`config.mk`:
```
export PLATFORM = sky130hd
export DESIGN_NAME = vedic_pp_accumulator
export DESIGN_NICKNAME = d
export VERILOG_FILES = /design/src/rtl/vedic_pkg.sv /design/src/rtl/full_adder.sv /design/src/rtl/half_adder.sv /design/src/rtl/ripple_carry_adder.sv /design/src/rtl/vedic_pp_accumulator.sv
export SDC_FILE = /design/constraint.sdc
export NUM_CORES = 1
export LEC_CHECK = 0
export BUFFER_PORTS_ARGS = -buffer_cell sky130_fd_sc_hd__buf_2
export CAP_MARGIN = 20
export CORE_ASPECT_RATIO = 0.6
export CORE_UTILIZATION = 58
export DETAILED_ROUTE_END_ITERATION = 10
export GPL_ROUTABILITY_DRIVEN = 0
export PLACE_DENSITY_LB_ADDON = 0.2
export SLEW_MARGIN = 20
export SYNTH_ARGS = -nofsm -noshare
export SYNTH_HDL_FRONTEND = slang
export SYNTH_SLANG_ARGS = --single-unit
```
`constraint.sdc`:
```
create_clock -name clk -period 40.5 [get_ports clk]
set_input_delay 2.025 -clock clk [delete_from_list [all_inputs] [get_ports clk]]
set_output_delay 2.025 -clock clk [all_outputs]
set_load 0.005 [all_outputs]
```
`src/rtl/vedic_pkg.sv`:
```
// Shared definitions for the signed Vedic multiplier final stage:
// default half-operand width, FSM encoding and accumulation step range.
package vedic_pkg;

    localparam int unsigned N_DEF  = 16;
    localparam int unsigned STEP_W = 2;

    typedef enum logic [1:0] {
        ST_IDLE = 2'd0,
        ST_ACC  = 2'd1,
        ST_NEG  = 2'd2,
        ST_DONE = 2'd3
    } state_t;

    localparam logic [STEP_W-1:0] STEP_FIRST = STEP_W'(1);
    localparam logic [STEP_W-1:0] STEP_LAST  = STEP_W'(3);

endpackage

```
`src/rtl/full_adder.sv`:
```
// Single-bit full adder cell built from two half adders.
module full_adder (
    input  logic a,
    input  logic b,
    input  logic cin,
    output logic s,
    output logic cout
);

    logic s0;
    logic c0;
    logic c1;

    half_adder u_ha0 (.a(a),  .b(b),   .s(s0), .c(c0));
    half_adder u_ha1 (.a(s0), .b(cin), .s(s),  .c(c1));

    assign cout = c0 | c1;

endmodule

```
`src/rtl/half_adder.sv`:
```
// Single-bit half adder cell.
module half_adder (
    input  logic a,
    input  logic b,
    output logic s,
    output logic c
);

    assign s = a ^ b;
    assign c = a & b;

endmodule

```
`src/rtl/ripple_carry_adder.sv`:
```
// W-bit ripple-carry adder chained from full adder cells; cin feeds bit 0.
module ripple_carry_adder #(
    parameter int unsigned W = 64
) (
    input  logic [W-1:0] a,
    input  logic [W-1:0] b,
    input  logic         cin,
    output logic [W-1:0] sum,
    output logic         cout
);

    logic [W:0] carry;

    assign carry[0] = cin;

    for (genvar i = 0; i < W; i++) begin : g_bit
        full_adder u_fa (
            .a   (a[i]),
            .b   (b[i]),
            .cin (carry[i]),
            .s   (sum[i]),
            .cout(carry[i+1])
        );
    end

    assign cout = carry[W];

endmodule

```
`src/rtl/vedic_pp_accumulator.sv`:
```
// Final stage of the signed Vedic multiplier: sums the four partial products
// over three cycles on one shared adder, applies the sign, hands off under valid/ready.
module vedic_pp_accumulator
    import vedic_pkg::*;
#(
    parameter int unsigned N = N_DEF
) (
    input  logic           clk,
    input  logic           rst,
    input  logic           in_valid,
    output logic           in_ready,
    input  logic [2*N-1:0] pp_ll,
    input  logic [2*N-1:0] pp_lh,
    input  logic [2*N-1:0] pp_hl,
    input  logic [2*N-1:0] pp_hh,
    input  logic           neg,
    output logic           out_valid,
    input  logic           out_ready,
    output logic [4*N-1:0] product
);

    localparam int unsigned PW = 2 * N;
    localparam int unsigned RW = 4 * N;

    state_t              state;
    logic [STEP_W-1:0]   step;
    logic [RW-1:0]       acc;
    logic [PW-1:0]       lh_q;
    logic [PW-1:0]       hl_q;
    logic [PW-1:0]       hh_q;
    logic                neg_q;

    logic [RW-1:0]       add_a;
    logic [RW-1:0]       add_b;
    logic                add_cin;
    logic [RW-1:0]       add_sum;
    logic                add_cout;

    // Operand select for the shared adder: shifted partial product in ACC, ~acc+1 in NEG.
    always_comb begin
        add_a   = acc;
        add_b   = '0;
        add_cin = 1'b0;
        case (state)
            ST_ACC: begin
                case (step)
                    STEP_FIRST:        add_b = {{N{1'b0}}, lh_q, {N{1'b0}}};
                    STEP_W'(2):        add_b = {{N{1'b0}}, hl_q, {N{1'b0}}};
                    default:           add_b = {hh_q, {PW{1'b0}}};
                endcase
            end
            ST_NEG: begin
                add_a   = ~acc;
                add_cin = 1'b1;
            end
            default: ;
        endcase
    end

    ripple_carry_adder #(.W(RW)) u_adder (
        .a   (add_a),
        .b   (add_b),
        .cin (add_cin),
        .sum (add_sum),
        .cout(add_cout)
    );

    always_ff @(posedge clk) begin
        if (rst) begin
            state     <= ST_IDLE;
            step      <= '0;
            acc       <= '0;
            lh_q      <= '0;
            hl_q      <= '0;
            hh_q      <= '0;
            neg_q     <= 1'b0;
            in_ready  <= 1'b1;
            out_valid <= 1'b0;
            product   <= '0;
        end else begin
            case (state)
                ST_IDLE: begin
                    if (in_valid && in_ready) begin
                        acc      <= RW'(pp_ll);
                        lh_q     <= pp_lh;
                        hl_q     <= pp_hl;
                        hh_q     <= pp_hh;
                        neg_q    <= neg;
                        step     <= STEP_FIRST;
                        in_ready <= 1'b0;
                        state    <= ST_ACC;
                    end
                end
                ST_ACC: begin
                    // Legal partial products never overflow the 4N-bit magnitude.
                    assert (!add_cout);
                    acc <= add_sum;
                    if (step == STEP_LAST) begin
                        step  <= '0;
                        state <= ST_NEG;
                    end else begin
                        step <= step + STEP_W'(1);
                    end
                end
                ST_NEG: begin
                    if (neg_q) begin
                        acc     <= add_sum;
                        product <= add_sum;
                    end else begin
                        product <= acc;
                    end
                    out_valid <= 1'b1;
                    state     <= ST_DONE;
                end
                ST_DONE: begin
                    if (out_ready) begin
                        out_valid <= 1'b0;
                        in_ready  <= 1'b1;
                        state     <= ST_IDLE;
                    end
                end
                default: state <= ST_IDLE;
            endcase
        end
    end

endmodule
```
After elaboration in Yosys (flattened, before gate mapping):

Cells that the tools add are included.

* flip-flop bits (word level): 231
* latch bits: 0
* RAM bits: 0
* memory bits (read-only): 0
* input port bits: 133
* output and inout bits: 66
* word-level logic and storage cells: 368
* memories: 0

* add/subtract/negate cells: 1
* $mul: 0
* div/mod/pow operators: 0
* order comparisons: 0
* equal/unequal tests: 9
* shifts and indexed selects: 0
* multiplexer cells: 18
* bitwise operators: 318
* reductions and logical operators: 12

Operators with widths (number)
* 64-bit two-way mux: 4
* 64-bit one-hot mux with 3 select lines: 1
* 64-bit one-hot mux with 2 select lines: 1
* 1-bit XOR: 128
* 1-bit AND: 126
* 64-bit inverter: 1
* 1-bit bitwise OR: 63
* 2-bit == test, second input constant: 4
* 2-bit two-way mux: 4
* 2-bit one-hot mux with 4 select lines: 1
* 2-bit AND reduction: 4
* 2-bit inequality test, second input constant: 3
* 3-bit AND reduction: 2
* 2-bit nonzero test: 3
* 2-bit by 1-bit == test with 1-bit output, second input constant: 2
* 1-bit two-way mux: 4
* 1-bit one-hot mux with 2 select lines: 2
* 2-bit one-hot mux with 2 select lines: 1
* 3-bit nonzero test: 1
* 2-bit by 1-bit adder with 2-bit output, second input constant: 1
* 2-bit zero test: 1
* 1-bit logical AND: 1

Longest topological paths before layout:

* word-level depth: 133
* mapped depth: 71
* mapped depth without buffers: 69

Hierarchy:

From an unflattened synthesis, not the netlist that was laid out.

* cells, all modules: 1494
* area total of the unflattened synthesis: 12897.4 um^2

By module, submodules not included
* vedic_pp_accumulator: instances 1, cells each 1302, area an instance 10895.4 um^2, seq. area each 4624.4 um^2
* half_adder: instances 128, cells each 1, area an instance 12.5 um^2, seq. area each 0.0 um^2
* full_adder: instances 64, cells each 1, area an instance 6.3 um^2, seq. area each 0.0 um^2

Worst setup path before layout:

OpenSTA, ideal clock, no wires.

* path type: flip-flop to flip-flop
* from: register state[0]
* to: register product[63]
* setup time: 0.091 ns
* data arrival time: 22.665 ns
* required time: 40.409 ns
* setup slack: 17.744 ns
* stages on the path, launching flop included: 72
* buffers on the path: 2
* period minus slack after synthesis: 22.756 ns
* cells stage by stage: dfxtp_1 > inv_1 > ha_1 > buf_1 > buf_2 > xor2_1 > ha_1 > ha_1 > ha_1 > ha_1 > ha_1 > ha_1 > ha_1 > ha_1 > ha_1 > ha_1 > ha_1 > ha_1 > [36 not listed] > fa_1 > fa_1 > fa_1 > fa_1 > fa_1 > fa_1 > fa_1 > fa_1 > fa_1 > fa_1 > fa_1 > fa_1 > fa_1 > fa_1 > xnor2_1 > xnor2_1 > or3_1 > a311oi_1

* cells in the longest elaborated chain, start to end: 131
* elaborated cells on any way between the ends: 260
* classes of those cells: 2 x eq/ne; 4 x mux; 254 x bitwise

Ends and longest elaborated chain
* from (decl): line vedic_pp_accumulator.sv:25 `state_t state;`
* from (signal assigned): line vedic_pp_accumulator.sv:70 `state <= ST_IDLE;`
* from (signal assigned): line vedic_pp_accumulator.sv:91 `state <= ST_ACC;`
* from (signal assigned): line vedic_pp_accumulator.sv:100 `state <= ST_NEG;`
* 2-bit == test / 2-bit by 1-bit == test with 1-bit output (equally long branches): line vedic_pp_accumulator.sv:44, vedic_pp_accumulator.sv:81
* 64-bit two-way mux: line vedic_pp_accumulator.sv:44 `case (state)`
* 1-bit XOR: line half_adder.sv:9 `assign s = a ^ b;`
* 1-bit AND: line half_adder.sv:10 `assign c = a & b;`
* 1-bit bitwise OR: line full_adder.sv:17 `assign cout = c0 | c1;`
* 1-bit AND: line half_adder.sv:10
* 1-bit bitwise OR: line full_adder.sv:17
* 1-bit AND: line half_adder.sv:10
* [115 not listed]
* 1-bit AND: line half_adder.sv:10
* 1-bit bitwise OR: line full_adder.sv:17
* 1-bit AND: line half_adder.sv:10
* 1-bit bitwise OR: line full_adder.sv:17
* 1-bit AND: line half_adder.sv:10
* 1-bit bitwise OR: line full_adder.sv:17
* 1-bit XOR: line half_adder.sv:9
* 64-bit two-way mux
* to (signal assigned): line vedic_pp_accumulator.sv:108 `product <= add_sum;`
* to (decl): line vedic_pp_accumulator.sv:19 `output logic [4*N-1:0] product`

Parallel ways exist; a longest one is shown, timed or not.
A chain may end at the register's enable or synchronous reset.

Final worst setup path:

Same ends and word-level chain as after synthesis.

==> results.md <==
* Status: complete, no violations
* Critical Path Fanout Max at 29
* 1st-iter DRT viols at between 900 and 1000
* Full die area at between 0.02 and 0.025 mm2
* Synth top area share at 38.3%
* Drt pass-1 iters at 6
* Cts hold-fix bufs at 0
* Slew headroom at 26.5%
* Post-DP HPWL at 21000 um
* Synth area leader: dfxtp_1
* Netlist cell types at 40
* Biggest cell delay along the critical path at 0.50 ns
* Final setup violation count at 0
* Placed instance count at around 1800
* DRC Markers at 0
* Final WS setup at 16.59 ns
* Achievable clock frequency at 41.8 MHz
* Avg Cell Area, Syn at 8.36 um2
* Post-synth EDFFs at 0
* All-Layer GR Usage at 29.7%
* Fin crit share at 59.0%
* Setup WS pre-CTS at between 15 and 20 ns
* Post-synthesis cell count at between 1000 and 1500
* Main combinational cell family by area after synthesis: simple AND/OR/NAND/NOR gates
* Adder-cell share of the synthesized area at 10.3%
* Initial antenna violation count at 0
* Final hold slack at 0.454 ns
* Top cell by count, worst path: fa_1
* Final hold viol count at 0
* CTS Buf Count at 23
* Crit path launch type: flip-flop
* DR vias at between 10000 and 15000
* CP top delay family: adder cells
* CTS sink count at roughly 230
* Max-capacitance violation count at 0
* Core area at 0.0202 mm2
* Vias per inst at 5.67
* Share of layout cells above drive strength 1 at 18.1%
* Rows at 40
* Post-synth top cells: nand2_1 (337), dfxtp_1 (231), a21oi_1 (191)
* First-pass GRT wire length at 51300 um
* Post-synthesis async set-or-reset flop share at 0%
* DR WL/cell at between 15 and 20 um
* ANT nets after route at 0
* CTS clk-pin slew, worst paths at 0.06 ns
* Hold depth at 2
* Hold_sp: lh_q[19]$_SDFFE_PP0P_
* CTS Buffer Depth at 3
* Min cycle time layout at between 20 and 25 ns
* CTS tree: built
* P_leak at 5.86 nW
* Vias in the first global route at 9558
* CP bufs+invs at 1
* Non-Filler Instances at 1849
* Total power per unit cell area at 68.0 mW/mm2
* Compound-Gate Fraction of Synth Area at 17.9%
* Max Transition Viols Final at 0
* Clock Tree Root: clkbuf_16
* Worst min path class: reg -> reg
* Mux contribution to synthesized area at 5.61%
* # H-tree levels at 1
* Critical Path AT at between 20 and 25 ns
* R2R cell count at 69
* Synth Area in Simple Gates at between 10% and 20%
* Worst path slowest cell: ha_4
* Area contributors post-synth: dfxtp_1 (38%), nand2_1 (10%), a21oi_1 (7.9%)
* Setup slack, reg-to-reg at 16.59 ns
* Overall power at 0.941 mW
* Syn Std Cell Area at 0.0121 mm2
* I/O pin count at 199
* Element type at the critical path end: flip-flop
* Seq/Total Area, Yosys at 38.3%
* Final setup skew at 0.0138 ns
* IR drop worst, VDD at 0.0544 mV
* Diodes inserted at 0
* Chip width at 188 um
* Clk_lat worst skew at 0.52 ns
* R2r endpoint: product[63]$_SDFFE_PP0N_
* Worst Tran Pin Value at around 1.1 ns
* Kind of critical path: reg -> reg
* Crit Reg-Reg Startpoint: state[0]$_SDFFE_PP0P_
* Die H at between 100 and 150 um
* Layout fillers at 1736
* Post-Synth XOR/XNOR Area at between 4 and 5%
* Most common cell in the netlist: nand2_1
* Area growth syn-to-layout at 14.6%
* Initial core utilization at 59.8%
* Yosys warns at 0
* WHS Endpoint: lh_q[19]$_SDFFE_PP0P_
* Post-CTS Resized at 0
* Port Buffer Count at between 150 and 200
* Syn_nets at roughly 1700
* Crit path required time at between 40 and 50 ns
* Largest net degree at the start of global routing at 100
* FF+latch count, synth at 231
* RSZ-0062 raised after global routing: false
* Drt total wl at around 32000 um
* Post-CTS Setup Bufs at 0
* Total congestion overflow at 0
* Total negative slack at 0 ns
* Nets at 1764
* Top_reg_cell synth: dfxtp_1
[worst reg2reg max path: cells and delay by family, from the launching register on]
| kind | cells | cell delay, ns |
|---|---|---|
| xor+xnor | 3 | 0.60 |
| simple gates | 1 | 0.32 |
| buf+inv | 1 | 0.21 |
| compound gates | 1 | 0.25 |
| fa+ha+maj | 63 | 22.11 |
| flops | 1 | 0.34 |
[routing by layer]
layer / GRT usage (%) / vias up / part of all wire, %
met1: 47.5 / 4900 / 50
met5: 0 / - / 0
met4: 5.22 / 0 / 1.4
met3: 5.82 / 34 / 8.6
li1: - / 5127 / -
met2: 41.0 / 428 / 40
[area by class of cell]
type                       count  area (um2)  share of cell area, %
clock buffer                  35         671                   4.84
sequential                   231        4630                   33.4
timing repair buffer         211        1100                   7.96
clock inverter                 6        83.8                  0.605
tap                          273         342                   2.47
inverter                       8        30.0                  0.217
multi-input combinational   1085        6990                   50.5
[kinds of logic (layout without fill, tap and decap cells)]
family	after synthesis	after routing
simple gates	533	533
compound gates	352	352
flops	231	231
buf+inv	130	260
fa+ha+maj	71	71
xor+xnor	65	65
mux	64	64
[flip-flops by register name, indices dropped and copies added, names as in the netlist]
name and flops:
acc 64, hh_q 32, hl_q 32, in_ready 1, lh_q 32, neg_q 1
out_valid 1, product 64, state 2, step 2
[cells in the final DEF, fill, tap and decap left out, drive strengths merged, types with 3 or more instances in the layout]
| cell type | instances |
|---|---|
| xor2 | 62 |
| nor2 | 88 |
| fa | 47 |
| ha | 24 |
| buf | 211 |
| a2bb2oi | 3 |
| nand2 | 337 |
| dfxtp | 231 |
| a22oi | 33 |
| a21oi | 192 |
| or3 | 32 |
| o21ai | 22 |
| nand2b | 33 |
| clkbuf | 35 |
| a211oi | 33 |
| a221oi | 31 |
| inv | 7 |
| clkinv | 5 |
| mux2 | 30 |
| nand3 | 4 |
| a21o | 31 |
| and3 | 17 |
| mux2i | 34 |
| and2 | 16 |
[worst max-delay path by stage]
stage | startpoint | endpoint | slack [ns] | cells past startpoint
final | state[0]$_SDFFE_PP0P_ | product[63]$_SDFFE_PP0N_ | 16.59 | 69
after global routing | state[0]$_SDFFE_PP0P_ | product[63]$_SDFFE_PP0N_ | 15.93 | 69
after CTS | state[0]$_SDFFE_PP0P_ | product[63]$_SDFFE_PP0N_ | 16.76 | 69
after detailed placement | state[0]$_SDFFE_PP0P_ | product[63]$_SDFFE_PP0N_ | 16.84 | 69
after global placement | state[0]$_SDFFE_PP0P_ | product[63]$_SDFFE_PP0N_ | 17.20 | 69
after floorplan | state[0]$_SDFFE_PP0P_ | product[63]$_SDFFE_PP0N_ | 17.74 | 71
[metrics by stage]
| stage | instance area [um2] | utilization [%] |
|---|---|---|
| global route | 13800 | 68.5 |
| floorplan | 12100 | - |
| CTS | 13800 | 68.4 |
| finish | 13800 | 68.5 |
| detailed placement | 13100 | 64.7 |
| global placement | 13100 | 64.7 |
[power breakdown]
part	internal [mW]	total [mW]	switching (mW)
registers	0.277	0.317	0.0403
clock network	0.127	0.218	0.0912
logic	0.147	0.406	0.259
No activity file was read; power rests on OpenSTA's default activity.
